File: src/rtl/apb_pkg.sv
// apb_pkg: shared FSM encoding, select decode helpers and address alignment for the APB responder
package apb_pkg;
  typedef enum logic [1:0] {IDLE, SETUP, ACCESS} state_e;
  localparam int ALIGN_BITS = 2;
  localparam int MAX_SLAVES = 32;
  function automatic int sel_idx(input logic [MAX_SLAVES-1:0] sel);
    int r;
    r = 0;
    for (int i = 0; i < MAX_SLAVES; i++) if (sel[i]) r = i;
    return r;
  endfunction
  function automatic logic is_onehot(input logic [MAX_SLAVES-1:0] sel);
    return (sel != '0) && ((sel & (sel - 1'b1)) == '0);
  endfunction
endpackage

File: src/rtl/apb_reg_bank.sv
// apb_reg_bank: one slave's word register file with async clear and combinational read-out
module apb_reg_bank #(
  parameter int DATA_W = 32,
  parameter int REGS = 8,
  parameter int IDX_W = $clog2(REGS)
) (
  input  logic              clk,
  input  logic              rst,
  input  logic              we,
  input  logic [IDX_W-1:0]  idx,
  input  logic [DATA_W-1:0] wdata,
  output logic [DATA_W-1:0] rdata
);
  logic [DATA_W-1:0] mem_q [REGS];
  logic [DATA_W-1:0] mem_d [REGS];
  always_comb begin
    mem_d = mem_q;
    if (we) mem_d[idx] = wdata;
  end
  always_ff @(posedge clk or posedge rst)
    if (rst) mem_q <= '{default: '0};
    else mem_q <= mem_d;
  assign rdata = mem_q[idx];
endmodule

File: src/rtl/apb_multi_slave_responder.sv
// apb_multi_slave_responder: APB slave responder with per-slave register banks, wait states and error flagging
module apb_multi_slave_responder
  import apb_pkg::*;
#(
  parameter int NUM_SLAVES = 3,
  parameter int DATA_W = 32,
  parameter int ADDR_W = 32,
  parameter int REGS_PER_SLAVE = 8,
  parameter int WAIT_STATES = 1
) (
  input  logic                  Hclk,
  input  logic                  Hreset,
  input  logic [NUM_SLAVES-1:0] Pselx,
  input  logic                  Penable,
  input  logic                  Pwrite,
  input  logic [ADDR_W-1:0]     Paddr,
  input  logic [DATA_W-1:0]     Pwdata,
  output logic [DATA_W-1:0]     Prdata,
  output logic                  Pready,
  output logic                  Pslverr,
  output logic                  xfer_done
);
  localparam int IDX_W = $clog2(REGS_PER_SLAVE);
  localparam int SLV_W = NUM_SLAVES > 1 ? $clog2(NUM_SLAVES) : 1;
  state_e state_q, state_d;
  logic [3:0] cnt_q, cnt_d, cnt_cur;
  logic xfer_done_q, xfer_done_d;
  logic [MAX_SLAVES-1:0] sel_w;
  logic [SLV_W-1:0] slv;
  logic [IDX_W-1:0] idx;
  logic sel_any, in_access, done, err;
  logic [DATA_W-1:0] bank_rd [NUM_SLAVES];
  // The SETUP cycle that sees Penable is already the first access-phase cycle, so it counts as zero waits elapsed
  always_comb begin
    sel_w = MAX_SLAVES'(Pselx);
    sel_any = |Pselx;
    slv = SLV_W'(sel_idx(sel_w));
    idx = Paddr[IDX_W+ALIGN_BITS-1:ALIGN_BITS];
    err = !is_onehot(sel_w) || (Paddr[ALIGN_BITS-1:0] != '0) || ((Paddr >> (IDX_W + ALIGN_BITS)) != '0);
    in_access = (state_q == SETUP || state_q == ACCESS) && Penable && sel_any;
    cnt_cur = state_q == ACCESS ? cnt_q : 4'd0;
    done = in_access && cnt_cur == 4'(WAIT_STATES);
    Pready = done;
    Pslverr = done && err;
    Prdata = done && !err && !Pwrite ? bank_rd[slv] : '0;
    state_d = state_q == IDLE  ? (sel_any && !Penable ? SETUP : IDLE) :
              state_q == SETUP ? (!sel_any ? IDLE : !Penable ? SETUP : done ? IDLE : ACCESS) :
              (in_access && !done ? ACCESS : IDLE);
    cnt_d = in_access && !done ? cnt_cur + 4'd1 : 4'd0;
    xfer_done_d = done;
  end
  always_ff @(posedge Hclk or posedge Hreset)
    if (Hreset) begin
      state_q <= IDLE;
      cnt_q <= '0;
      xfer_done_q <= 1'b0;
    end else begin
      state_q <= state_d;
      cnt_q <= cnt_d;
      xfer_done_q <= xfer_done_d;
    end
  assign xfer_done = xfer_done_q;
  for (genvar i = 0; i < NUM_SLAVES; i++) begin : g_bank
    apb_reg_bank #(.DATA_W(DATA_W), .REGS(REGS_PER_SLAVE), .IDX_W(IDX_W)) u_bank (
      .clk(Hclk),
      .rst(Hreset),
      .we(done && !err && Pwrite && slv == SLV_W'(i)),
      .idx(idx),
      .wdata(Pwdata),
      .rdata(bank_rd[i])
    );
  end
endmodule

File: config.mk
export PLATFORM = sky130hd
export DESIGN_NAME = apb_multi_slave_responder
export DESIGN_NICKNAME = d
export VERILOG_FILES = /design/src/rtl/apb_pkg.sv /design/src/rtl/apb_reg_bank.sv /design/src/rtl/apb_multi_slave_responder.sv
export SDC_FILE = /design/constraint.sdc
export NUM_CORES = 1
export LEC_CHECK = 0
export CAP_MARGIN = 30
export CORE_MARGIN = 8
export CORE_UTILIZATION = 45
export DETAILED_ROUTE_END_ITERATION = 7
export GPL_TIMING_DRIVEN = 1
export PLACE_DENSITY = 0.66
export SLEW_MARGIN = 20
export SYNTH_ARGS = -nofsm -noshare
export SYNTH_HDL_FRONTEND = slang
export SYNTH_HIERARCHICAL = 1
export SYNTH_SLANG_ARGS = --single-unit
File: constraint.sdc
create_clock -name Hclk -period 18.3 [get_ports Hclk]
set_clock_uncertainty 0.1 [all_clocks]
set_input_delay 1.83 -clock Hclk [delete_from_list [all_inputs] [get_ports Hclk]]
set_output_delay 1.83 -clock Hclk [all_outputs]
set_load 0.02 [all_outputs]
=== Yosys cells after proc, flatten, opt, wreduce, memory -nomap -nowiden ===
Index checks and enable logic that the tools add are counted.

* Word-level logic and storage cells: 98
* Bits of input ports: 71
* Register bits: 775
* Output and inout bits: 35

* Bitwise logic cells: 3
* Add/subtract/negate cells: 2
* Magnitude comparators: 3
* Equality and inequality tests: 5
* Reduce and logical (&&, ||, !) cells: 29
* Muxes and demuxes: 29

{| class="wikitable"
|+ Operators with widths
! cell !! number
|-
| 256-bit bitwise mux || 3
|-
| 32-bit two-way mux || 10
|-
| 32-bit binary-select mux with 3-bit select || 3
|-
| 32-bit demux with 3-bit select || 1
|-
| 32-bit binary-select mux with 2-bit select || 1
|-
| 3-bit by 32-bit AND with 32-bit output || 1
|-
| 32-bit zero test || 1
|-
| 32-bit nonzero test || 1
|-
| 1-bit logical AND || 14
|-
| 2-bit two-way mux || 7
|-
| 4-bit two-way mux || 2
|-
| 1-bit zero test || 5
|-
| 4-bit by 1-bit adder with 4-bit output, second input constant || 1
|-
| 2-bit by 1-bit equality test with 1-bit output, second input constant || 2
|-
| 2-bit equality test, second input constant || 2
|-
| 4-bit by 1-bit equality test with 1-bit output, second input constant || 1
|-
| 4-bit >= comparator, second input constant || 1
|-
| 2-bit zero test || 2
|-
| 4-bit by 1-bit < comparator with 1-bit output, second input constant || 1
|-
| 3-bit inverter with 4-bit output || 1
|-
| 3-bit by 1-bit subtractor with 4-bit output, second input constant || 1
|-
| 3-bit >= comparator, second input constant || 1
|-
| 1-bit logical OR || 3
|-
| 2-bit inverter with 3-bit output || 1
|-
| other kinds (4) || 5
|}

=== Logic depth before layout (Yosys ltp) ===
* Depth after elaboration: 11
* Depth in mapped cells: 12
* Mapped depth without buffers: 9

=== By module ===
The synthesis kept the hierarchy.

{| class="wikitable"
|+ Modules (own cells, without submodules)
! module !! sequential area each (µm²) !! cells each !! area each (µm²) !! instances
|-
| apb_reg_bank || 6406.1 || 665 || 11501.0 || 3
|-
| apb_multi_slave_responder || 175.2 || 213 || 1669.1 || 1
|}

=== Worst setup path after synthesis ===
No wires, ideal clock.

* Path type: in2out
* Start: input port Paddr[2]
* End: output port Prdata[0]
* Arrival time: 3.493 ns
* Required time: 16.370 ns
* Cell stages on the path: 9
* Path slack: 12.877 ns
* Path buffers: 3
* Cells stage by stage: buf_4 > buf_4 > buf_2 > mux4_2 > mux2_2 > mux2i_1 > nor2_1 > a21oi_1 > nor4_1

{| class="wikitable"
|+ RTL lines
! element !! line !! text
|-
| from (decl) || apb_multi_slave_responder.sv:16 || <nowiki>input logic [ADDR_W-1:0] Paddr,</nowiki>
|-
| to (decl) || apb_multi_slave_responder.sv:18 || <nowiki>output logic [DATA_W-1:0] Prdata,</nowiki>
|}

==> qor.yml <==
floorplanning:
  die_h_um: 300
  io-pin-count: 106
  core_um2: 80000
  rows: 104
  die_w_um: 300
  start_util_pct: 45.2
  dieArea_um2: 89700
power:
  ir_drop_v: 0.0000587
  leakage_nw: 19.8
  power_density_nw_per_um2: 84.8
  finalPower_w: 0.00348
synthesis:
  synth-main-ff-cell: "dfrtp_1"
  yosysSeqAreaShare_pct: 53.6
  syn-num-nets: 2284
  synth_cell_types: 41
  ys_seq_elements: 775
  yosysWarnings: 6
  async_flop_share_pct: 100
  avgSynthCellArea_um2: 16.4
  synth-edff-count: 0
  synthesis.area_um2: 36200
  synth_cells: 2208
timing:
  slew_violations: 0
  finalCritPeriodShare_pct: 41.2
  final_hold_viol_count: 0
  fmax_mhz: 133
  worst_slew_pin_slew_ps: 984
  setup_viol: 0
  whs_ps: 384
  slew_headroom_pct: 34.4
  rsz0062_at_grt: "no"
  setup_tns_ps: 0
  min_period_ps: 7540
final_layout:
  area.growth.synth_to_final_pct: 13.3
  utilization_pct: 51.2
  layout-drive-gt1-share_pct: 54.5
  stdcell_count: 3403
  fillCellCount: 6535
  n_antenna_cell: 0
  nets: 2366
placed_design:
  hpwl_mm: 52.9
  port_buffers: 105
  placed_cells: 3261
  gp_congestion: 0.736
clocking:
  htree_levels: 3
  clock_path_buffers: 3
  path_clk_slew_ps: 50
  cts_hold_buf: 0
  post-cts-setup-buffer-count: 0
  postCtsResizedCells: 0
  clk_latency_ps: 610
  cts.root.buffer_cell: "clkbuf_16"
  cts_made_buffers: 81
  cts_tree: "done"
  cts.sinks: 775
grt:
  antenna_found_initial: 1
  grt_max_degree: 119
  grtUsageTotal_pct: 20.5
  grt_pass1_vias: 22500
  grt_pass1_wl_mm: 142
  globalRouteOverflowTotal: 0
detailed_routing:
  routed_via_density: 5.92
  drtIter0Drc: 1235
  drc: 0
  wl_mm: 91.1
  ant_nets: 0
  first_pass_iters: 5
  num_vias: 20100
  avgRoutedWirePerCell_um: 26.8
worst_setup_path:
  cpMaxStageDelayCell: "clkdlybuf4s50_1"
  r2r_slack_ps: 14000
  cp.required_ps: 16370
  path_common_cell: "buf_4"
  cp.depth: 11
  crit_family: "buffers and inverters"
  path_cells: "buf_8 > buf_4 > buf_4 > buf_16 > mux4_2 > mux2_2 > mux2i_1 > nor2_1 > a21oi_1 > nor4_2 > clkdlybuf4s50_1"
  cp-start-kind: "primary input"
  crit_path_end_kind: "primary output"
  crit_arrival_ps: 5610
  worst-setup-path-type: "primary input to primary output"
  r2r.worst_path.cells: 11
  crit_fanout: 56
  max_stage_delay_ps: 600
  cp_num_buf_inv: 5
hold_path:
  hp-class: "flip-flop to flip-flop"
  hold_depth: 1
outcome:
  status: "finished clean"
run:
  drv_cap: 0
==> logic make-up (layout without fill, tap and decap cells) <==
logic type | Yosys count | count (layout) | synth area share (%)
compound gates | 37 | 37 | 0.526
fa+ha+maj | 5 | 5 | 0.173
flops | 775 | 775 | 53.6
xor+xnor | 2 | 2 | 0.0484
buf+inv | 174 | 309 | 2.99
mux | 1088 | 1088 | 39.7
simple gates | 127 | 127 | 2.91
==> Yosys cell counts, types with 2 or more instances <==
master / n / share of area [%]
a21oi_1: 32 / 0.44
and2_1: 2 / 0.035
buf_1: 9 / 0.093
buf_2: 65 / 0.90
buf_4: 55 / 1.1
buf_6: 18 / 0.56
clkbuf_1: 16 / 0.17
clkbuf_2: 4 / 0.055
dfrtp_1: 775 / 54
ha_1: 5 / 0.17
inv_1: 7 / 0.073
mux2_1: 24 / 0.75
mux2_2: 840 / 26
mux2i_1: 32 / 0.89
mux4_2: 192 / 12
nand2_1: 6 / 0.062
nand3_1: 2 / 0.028
nand4_1: 5 / 0.086
nand4b_1: 3 / 0.073
nand4b_2: 6 / 0.25
nor2_1: 39 / 0.40
nor3_1: 4 / 0.055
nor4_1: 9 / 0.16
nor4_2: 27 / 0.93
nor4_4: 3 / 0.18
nor4b_4: 3 / 0.20
nor4bb_1: 10 / 0.28
o21ai_0: 2 / 0.028
==> path summary, 6_finish.rpt <==
kind                                             startpoint                     endpoint
worst max-delay path                               Paddr[2]                   Prdata[29]
worst min-delay path            g_bank[2].u_bank/mem_q[173]  g_bank[2].u_bank/mem_q[173]
worst max register to register                   state_q[0]  g_bank[1].u_bank/mem_q[112]
worst min register to register  g_bank[2].u_bank/mem_q[173]  g_bank[2].u_bank/mem_q[173]
max in group asynchronous                            Hreset  g_bank[0].u_bank/mem_q[174]
min in group asynchronous                            Hreset                    xfer_done
==> metrics by stage <==
stage | instance area (um^2) | setup slack, ps
2_1_floorplan | 36200 | 9330
3_3_place_gp | 38000 | 10040
3_5_place_dp | 38300 | 10450
4_1_cts | 40900 | 10430
5_1_grt | 41000 | 10590
6_report | 41000 | 10760
==> flip-flops by register name (all words and copies together), names as in the netlist <==
| signal | count |
|---|---|
| g_bank.u_bank/mem_q | 768 |
| cnt_q | 4 |
| state_q | 2 |
| xfer_done | 1 |
==> power breakdown <==
part           switching (W)  internal (W)  total [W]
Clock               0.000658      0.000949    0.00161
Combinational       0.000107     0.0000464   0.000154
Sequential       0.000000426       0.00171    0.00172
Total               0.000766       0.00271    0.00348
==> worst register-to-register path, stage by stage, from the launching register on <==
cell and delay (ps):
dfrtp_1 390, inv_1 90, ha_1 250, and2_1 220
ha_1 200, nand2_1 110, nor4_1 530, and4b_1 670
nor4bb_4 470, buf_4 290, buf_4 440, mux2_2 430
==> final cells by class <==
cell class / instances / area, um^2 / share of cell area (%)
sequential: 775 / 19400 / 47.3
inverter: 7 / 48.8 / 0.119
clock inverter: 20 / 193 / 0.470
timing repair buffer: 166 / 1730 / 4.22
multi-input combinational: 1259 / 15900 / 38.8
tap: 1060 / 1330 / 3.24
clock buffer: 116 / 2400 / 5.86
==> placed cells by master (no fill, tap or decap), types with 24 or more instances in the layout <==
| cell type | n |
|---|---|
| a21oi_1 | 32 |
| buf_4 | 47 |
| clkbuf_16 | 84 |
| clkdlybuf4s50_1 | 100 |
| dfrtp_1 | 775 |
| mux2_1 | 24 |
| mux2_2 | 840 |
| mux2i_1 | 32 |
| mux4_2 | 192 |
| nor2_1 | 39 |
| nor4_2 | 27 |
==> routing by layer <==
| metal | track usage [%] | share of wire [%] |
|---|---|---|
| met1 | 27.2 | 43 |
| met2 | 34.9 | 51 |
| met3 | 3.13 | 3.8 |
| met4 | 5.83 | 2.7 |
| met5 | 0 | 0 |
Power figures use the tool's default switching activity.
